===== config.mk =====
export PLATFORM = sky130hd
export DESIGN_NAME = vga_frame_decoder
export DESIGN_NICKNAME = d
export VERILOG_FILES = /design/src/rtl/vga_rx_pkg.sv /design/src/rtl/vga_edge_sync.sv /design/src/rtl/vga_frame_decoder.sv
export SDC_FILE = /design/constraint.sdc
export NUM_CORES = 2
export LEC_CHECK = 0
export CAP_MARGIN = 40
export CORE_MARGIN = 4
export CORE_UTILIZATION = 50
export CTS_BUF_LIST = sky130_fd_sc_hd__clkbuf_16
export CTS_CLUSTER_SIZE = 30
export DETAILED_ROUTE_END_ITERATION = 10
export PLACE_DENSITY = 0.81
export SYNTH_ARGS = -nofsm -noshare
export SYNTH_HDL_FRONTEND = slang
export SYNTH_HIERARCHICAL = 1
export SYNTH_SLANG_ARGS = --single-unit

===== constraint.sdc =====
create_clock -name iVGA_CLK -period 5.25 [get_ports iVGA_CLK]
set_input_delay 1.05 -clock iVGA_CLK [delete_from_list [all_inputs] [get_ports iVGA_CLK]]
set_output_delay 1.05 -clock iVGA_CLK [all_outputs]
set_load 0.005 [all_outputs]

===== src/rtl/vga_rx_pkg.sv =====
// Shared constants and types for the VGA receive-side frame decoder.
package vga_rx_pkg;

  localparam int unsigned DefHActive = 640;
  localparam int unsigned DefVActive = 480;
  localparam int unsigned DefCols    = 10;
  localparam int unsigned DefRows    = 20;
  localparam int unsigned DefCellW   = 16;
  localparam int unsigned DefCellH   = 16;
  localparam int unsigned DefX0      = 240;
  localparam int unsigned DefY0      = 80;

  localparam logic [1:0] ErrNone    = 2'b00;
  localparam logic [1:0] ErrLine    = 2'b01;
  localparam logic [1:0] ErrFrame   = 2'b10;
  localparam logic [1:0] ErrBlankVs = 2'b11;

  typedef enum logic [0:0] {
    StSyncWait,
    StFrame
  } rx_state_e;

endpackage


===== src/rtl/vga_edge_sync.sv =====
// Two-stage register of the VGA control inputs with rise/fall strobes.
module vga_edge_sync (
  input  logic clk_i,
  input  logic rst_ni,
  input  logic blank_i,
  input  logic hs_i,
  input  logic vs_i,
  output logic blank_o,
  output logic hs_o,
  output logic vs_o,
  output logic blank_rise_o,
  output logic blank_fall_o,
  output logic hs_rise_o,
  output logic hs_fall_o,
  output logic vs_rise_o,
  output logic vs_fall_o
);

  // Bit order {blank, hs, vs}. VS resets low so reset release never fakes a VS fall.
  logic [2:0] s1_q, s2_q;

  always_ff @(posedge clk_i or negedge rst_ni) begin
    if (!rst_ni) begin
      s1_q <= 3'b010;
      s2_q <= 3'b010;
    end else begin
      s1_q <= {blank_i, hs_i, vs_i};
      s2_q <= s1_q;
    end
  end

  assign blank_o      = s1_q[2];
  assign hs_o         = s1_q[1];
  assign vs_o         = s1_q[0];
  assign blank_rise_o = s1_q[2] & ~s2_q[2];
  assign blank_fall_o = ~s1_q[2] & s2_q[2];
  assign hs_rise_o    = s1_q[1] & ~s2_q[1];
  assign hs_fall_o    = ~s1_q[1] & s2_q[1];
  assign vs_rise_o    = s1_q[0] & ~s2_q[0];
  assign vs_fall_o    = ~s1_q[0] & s2_q[0];

endmodule


===== src/rtl/vga_frame_decoder.sv =====
// Rebuilds the playfield from a VGA pixel stream and measures line/frame geometry.
module vga_frame_decoder
  import vga_rx_pkg::*;
#(
  parameter int unsigned H_ACTIVE = DefHActive,
  parameter int unsigned V_ACTIVE = DefVActive,
  parameter int unsigned COLS     = DefCols,
  parameter int unsigned ROWS     = DefRows,
  parameter int unsigned CELL_W   = DefCellW,
  parameter int unsigned CELL_H   = DefCellH,
  parameter int unsigned X0       = DefX0,
  parameter int unsigned Y0       = DefY0,
  localparam int unsigned FW      = COLS * ROWS * 2
) (
  input  logic          iVGA_CLK,
  input  logic          iRST_n,
  input  logic          iBLANK_n,
  input  logic          iHS,
  input  logic          iVS,
  input  logic [7:0]    iB,
  input  logic [7:0]    iG,
  input  logic [7:0]    iR,
  output logic [FW-1:0] oField,
  output logic          oFieldValid,
  output logic [9:0]    oPixCnt,
  output logic [9:0]    oLineCnt,
  output logic [15:0]   oFrameCnt,
  output logic          oErr,
  output logic [1:0]    oErrCode
);

  localparam int unsigned CntW = 12;
  localparam int unsigned IdxW = $clog2(COLS * ROWS);

  logic s1_blank, s1_hs, s1_vs;
  logic blank_rise, blank_fall, hs_rise, hs_fall, vs_rise, vs_fall;

  vga_edge_sync u_edge_sync (
    .clk_i       (iVGA_CLK),
    .rst_ni      (iRST_n),
    .blank_i     (iBLANK_n),
    .hs_i        (iHS),
    .vs_i        (iVS),
    .blank_o     (s1_blank),
    .hs_o        (s1_hs),
    .vs_o        (s1_vs),
    .blank_rise_o(blank_rise),
    .blank_fall_o(blank_fall),
    .hs_rise_o   (hs_rise),
    .hs_fall_o   (hs_fall),
    .vs_rise_o   (vs_rise),
    .vs_fall_o   (vs_fall)
  );

  // Only the MSBs of R and G carry the cell code; blue is ignored.
  logic unused_in;
  assign unused_in = ^{iB, iR[6:0], iG[6:0], s1_hs, hs_rise, hs_fall, blank_rise, vs_rise};

  logic            r7_q, g7_q;
  logic [CntW-1:0] x_q, x_d, y_q, y_d, y_line;
  logic [CntW-1:0] dx, dy;
  logic            samp_hit;
  logic [IdxW-1:0] cell_idx;
  logic [FW-1:0]   shadow_q, shadow_d;
  logic [FW-1:0]   field_q, field_d;
  logic            field_valid_q, field_valid_d;
  logic [9:0]      pix_cnt_q, pix_cnt_d, line_cnt_q, line_cnt_d;
  logic [15:0]     frame_cnt_q, frame_cnt_d;
  logic            err_q, err_d, err_hit;
  logic [1:0]      err_code_q, err_code_d, err_new;
  rx_state_e       state_q, state_d;

  // Counters saturate so an endless line cannot wrap back onto a legal length.
  always_comb begin
    x_d = x_q;
    if (blank_fall) begin
      x_d = '0;
    end else if (s1_blank && x_q != '1) begin
      x_d = x_q + CntW'(1);
    end
    y_line = y_q;
    if (blank_fall && y_q != '1) begin
      y_line = y_q + CntW'(1);
    end
    y_d = vs_fall ? '0 : y_line;
  end

  always_comb begin
    dx       = x_q - CntW'(X0);
    dy       = y_q - CntW'(Y0);
    samp_hit = s1_blank && (x_q >= CntW'(X0)) && (y_q >= CntW'(Y0))
            && (dx % CntW'(CELL_W) == CntW'(CELL_W / 2)) && (dx / CntW'(CELL_W) < CntW'(COLS))
            && (dy % CntW'(CELL_H) == CntW'(CELL_H / 2)) && (dy / CntW'(CELL_H) < CntW'(ROWS));
    cell_idx = IdxW'((dy / CntW'(CELL_H)) * CntW'(COLS) + dx / CntW'(CELL_W));
    shadow_d = shadow_q;
    if (samp_hit) begin
      shadow_d[{cell_idx, 1'b0} +: 2] = {r7_q, g7_q};
    end
  end

  always_comb begin
    state_d       = state_q;
    field_d       = field_q;
    field_valid_d = 1'b0;
    frame_cnt_d   = frame_cnt_q;
    pix_cnt_d     = blank_fall ? x_q[9:0] : pix_cnt_q;
    line_cnt_d    = vs_fall ? y_line[9:0] : line_cnt_q;
    err_hit       = 1'b0;
    err_new       = ErrNone;

    unique case (state_q)
      StSyncWait: begin
        if (vs_fall) begin
          state_d = StFrame;
        end
      end
      StFrame: begin
        if (blank_fall && x_q != CntW'(H_ACTIVE)) begin
          err_hit = 1'b1;
          err_new = ErrLine;
        end else if (vs_fall && y_line != CntW'(V_ACTIVE)) begin
          err_hit = 1'b1;
          err_new = ErrFrame;
        end else if (!s1_vs && s1_blank) begin
          err_hit = 1'b1;
          err_new = ErrBlankVs;
        end
        if (vs_fall) begin
          field_d       = shadow_q;
          field_valid_d = 1'b1;
          frame_cnt_d   = frame_cnt_q + 16'd1;
        end
      end
    endcase

    err_d      = err_q | err_hit;
    err_code_d = (!err_q && err_hit) ? err_new : err_code_q;
  end

  always_ff @(posedge iVGA_CLK or negedge iRST_n) begin
    if (!iRST_n) begin
      r7_q          <= 1'b0;
      g7_q          <= 1'b0;
      x_q           <= '0;
      y_q           <= '0;
      shadow_q      <= '0;
      field_q       <= '0;
      field_valid_q <= 1'b0;
      pix_cnt_q     <= '0;
      line_cnt_q    <= '0;
      frame_cnt_q   <= '0;
      err_q         <= 1'b0;
      err_code_q    <= ErrNone;
      state_q       <= StSyncWait;
    end else begin
      r7_q          <= iR[7];
      g7_q          <= iG[7];
      x_q           <= x_d;
      y_q           <= y_d;
      shadow_q      <= shadow_d;
      field_q       <= field_d;
      field_valid_q <= field_valid_d;
      pix_cnt_q     <= pix_cnt_d;
      line_cnt_q    <= line_cnt_d;
      frame_cnt_q   <= frame_cnt_d;
      err_q         <= err_d;
      err_code_q    <= err_code_d;
      state_q       <= state_d;
    end
  end

  assign oField      = field_q;
  assign oFieldValid = field_valid_q;
  assign oPixCnt     = pix_cnt_q;
  assign oLineCnt    = line_cnt_q;
  assign oFrameCnt   = frame_cnt_q;
  assign oErr        = err_q;
  assign oErrCode    = err_code_q;

endmodule

==> results.json <==
{
  "grt_pass1_wl_um": 159000,
  "max_cap_viol_count": 0,
  "fin_area_um2": 44700,
  "ant_nets": 0,
  "clkTransAtPathRegs_ps": 60,
  "worst_pin_slew_ps": 1270,
  "fp.dieH_um": 275,
  "dpl.cell_count": 4602,
  "totalWireLength_um": 104000,
  "hold_path.class": "input port to asynchronous set/reset pin",
  "dpl-instance-area_um2": 41700,
  "clockBufferDepth": 3,
  "hpwl_um": 69300,
  "grt_pass1_vias": 26400,
  "power_density_nw_per_um2": 302,
  "final.min_clock_period_ps": 5020,
  "cts_hold_buf": 0,
  "firstDrtPassIters": 5,
  "gp_congestion": 0.887,
  "cts_tree": "done",
  "critPathCaptureType": "register",
  "p_leak_nw": 22.5,
  "synthToLayoutAreaGrowth_pct": 25.0,
  "fmax_mhz": 199,
  "post-route-util_pct": 63.4,
  "cts-root-buf": "clkbuf_16",
  "period_share_pct": 95.6,
  "critical_path.most_common_cell": "ha_1",
  "power_w": 0.0135,
  "io_buffers": 445,
  "final_cell_count_no_fill": 4763,
  "run_status": "finished clean",
  "hold_viol": 0,
  "cp_max_fo": 16,
  "peakVddDrop_uv": 199,
  "htreeDepth": 3,
  "cpPeakStageDelay_ps": 490,
  "drv_slew": 0,
  "setup_viol": 0,
  "rsz0062_at_grt": "true",
  "yosys_warnings": 6,
  "dieArea_um2": 75800,
  "wl_per_cell_um": 21.8,
  "clkSinkCount": 871,
  "vias": 26000,
  "synth.avg_cell_area_um2": 10.8,
  "start_util_pct": 50.8,
  "ioPinCount": 469,
  "synth_area_um2": 35700,
  "crit_arrival_ps": 5550,
  "syn-num-nets": 3367,
  "layout-drive-gt1-share_pct": 18.7,
  "first_iter_violations": 2118,
  "cp-start-kind": "register",
  "path_cells": "inv_1, ha_1, and2b_1, nor2_1, xor2_1, ha_1, fa_1, xor2_1, ha_1, nor3_2, and4_1, a31oi_2, a311oi_4, buf_4, xor2_4, buf_4, nor3_1, mux2_2",
  "relSlewSlack_pct": 15.3,
  "slowest_stage": "nor3_1",
  "grt_max_degree": 206,
  "drc_errors": 0,
  "die_w_um": 275,
  "clk_latency_ps": 650,
  "rows": 97,
  "grt_use_total_pct": 27.3,
  "cts_made_buffers": 88,
  "synthCells": 3313,
  "core_um2": 70400,
  "nets": 3808,
  "fin_worst_skew_ps": 22.1,
  "gr-total-overflow": 0,
  "tns_ps": 0,
  "worst-setup-path-type": "register to register",
  "antenna_found_initial": 1,
  "antennaDiodeCount": 0,
  "vias_per_cell": 5.47,
  "cp.required_ps": 5780
}
[layout by cell type (no fill, tap or decap), types with 4 or more instances in the layout]
cell and n:
clkdlybuf4s50_1 444, mux2i_1 6, nor2_2 8, and3_1 12
nor2_1 75, ha_1 23, nand4_1 58, bufinv_16 8
nor3_1 64, and2_1 6, xnor2_2 4, buf_12 16
nor4_2 6, xnor2_1 32, a21o_1 4, clkinv_2 11
xor2_1 23, clkinv_1 26, mux2_2 409, nand3_1 88
inv_6 5, or3_1 6, nor4_1 9, a21oi_1 21
inv_1 34, buf_4 84, or2_2 4, clkbuf_16 89
nor3_2 26, nand2_1 1251, mux2_1 4, nand2b_1 9
dfrtp_1 869
[stage by stage]
stage | setup slack [ps] | hold WS, ps
after floorplan | 408 | 366
after global placement | 103 | 415
after detailed placement | 14.8 | 417
after CTS | 7.41 | 420
after global routing | -25.5 | 423
final | 230 | 387
[state kept, by name (all words and copies together), names as in the netlist, 2 cells and up]
signal and flops:
oErrCode 2, oField 400, oFrameCnt 16, oLineCnt 10, oPixCnt 10, shadow_q 400
u_edge_sync/s1_q 2, u_edge_sync/s2_q 2, x_q 12, y_q 12
[power by group]
group	internal, W	switching, W	leakage [nW]	total (W)
clock	0.00348	0.00265	1.42	0.00614
combinational	0.000152	0.000369	8.94	0.000521
sequential	0.00677	0.0000699	12.1	0.00684
[worst max-delay path, delay by kind of cell, from the launching register on]
| kind | cells | cell delay, ps |
|---|---|---|
| AND/OR/NAND/NOR | 5 | 1430 |
| adder cells (fa/ha/maj) | 4 | 1260 |
| buffers and inverters | 3 | 600 |
| XOR/XNOR | 3 | 420 |
| flip-flops | 1 | 420 |
| AO/OA/AOI/OAI | 2 | 390 |
| multiplexers | 1 | 390 |
[per-layer routing]
metal  part of all wire (%)  track usage, %
met3                    6.7            5.91
met4                    5.1            12.3
met2                     47            43.5
met1                     41            36.4
met5                      0               0
[worst paths after layout]
path	from	endpoint	slack, ps	cells after the start
min in group iVGA_CLK	u_edge_sync/s1_q[0]	u_edge_sync/s2_q[0]	430	0
worst max register to register	y_q[4]	shadow_q[284]	230	18
max in group asynchronous	iRST_n	shadow_q[2]	3450	3
worst max-delay path	y_q[4]	shadow_q[284]	230	18
worst min-delay path	iRST_n	oFrameCnt[14]	390	1
worst min register to register	u_edge_sync/s1_q[0]	u_edge_sync/s2_q[0]	430	0
[area by class of cell]
class / count / area, um^2
Timing Repair Buffer: 549 / 5500
Tap cell: 940 / 1180
Fill cell: 5430 / 25700
Sequential cell: 871 / 21800
Inverter: 21 / 86.3
Clock buffer: 89 / 2230
Multi-Input combinational cell: 2223 / 13300
Clock inverter: 70 / 567
[repair_timing]
| action | in CTS | in global routing |
|---|---|---|
| buffers inserted | 0 | 2 |
| endpoints found under the setup margin | 0 | 267 |
| resized for setup | 0 | 20 |
No activity file was read; power rests on OpenSTA's default activity.
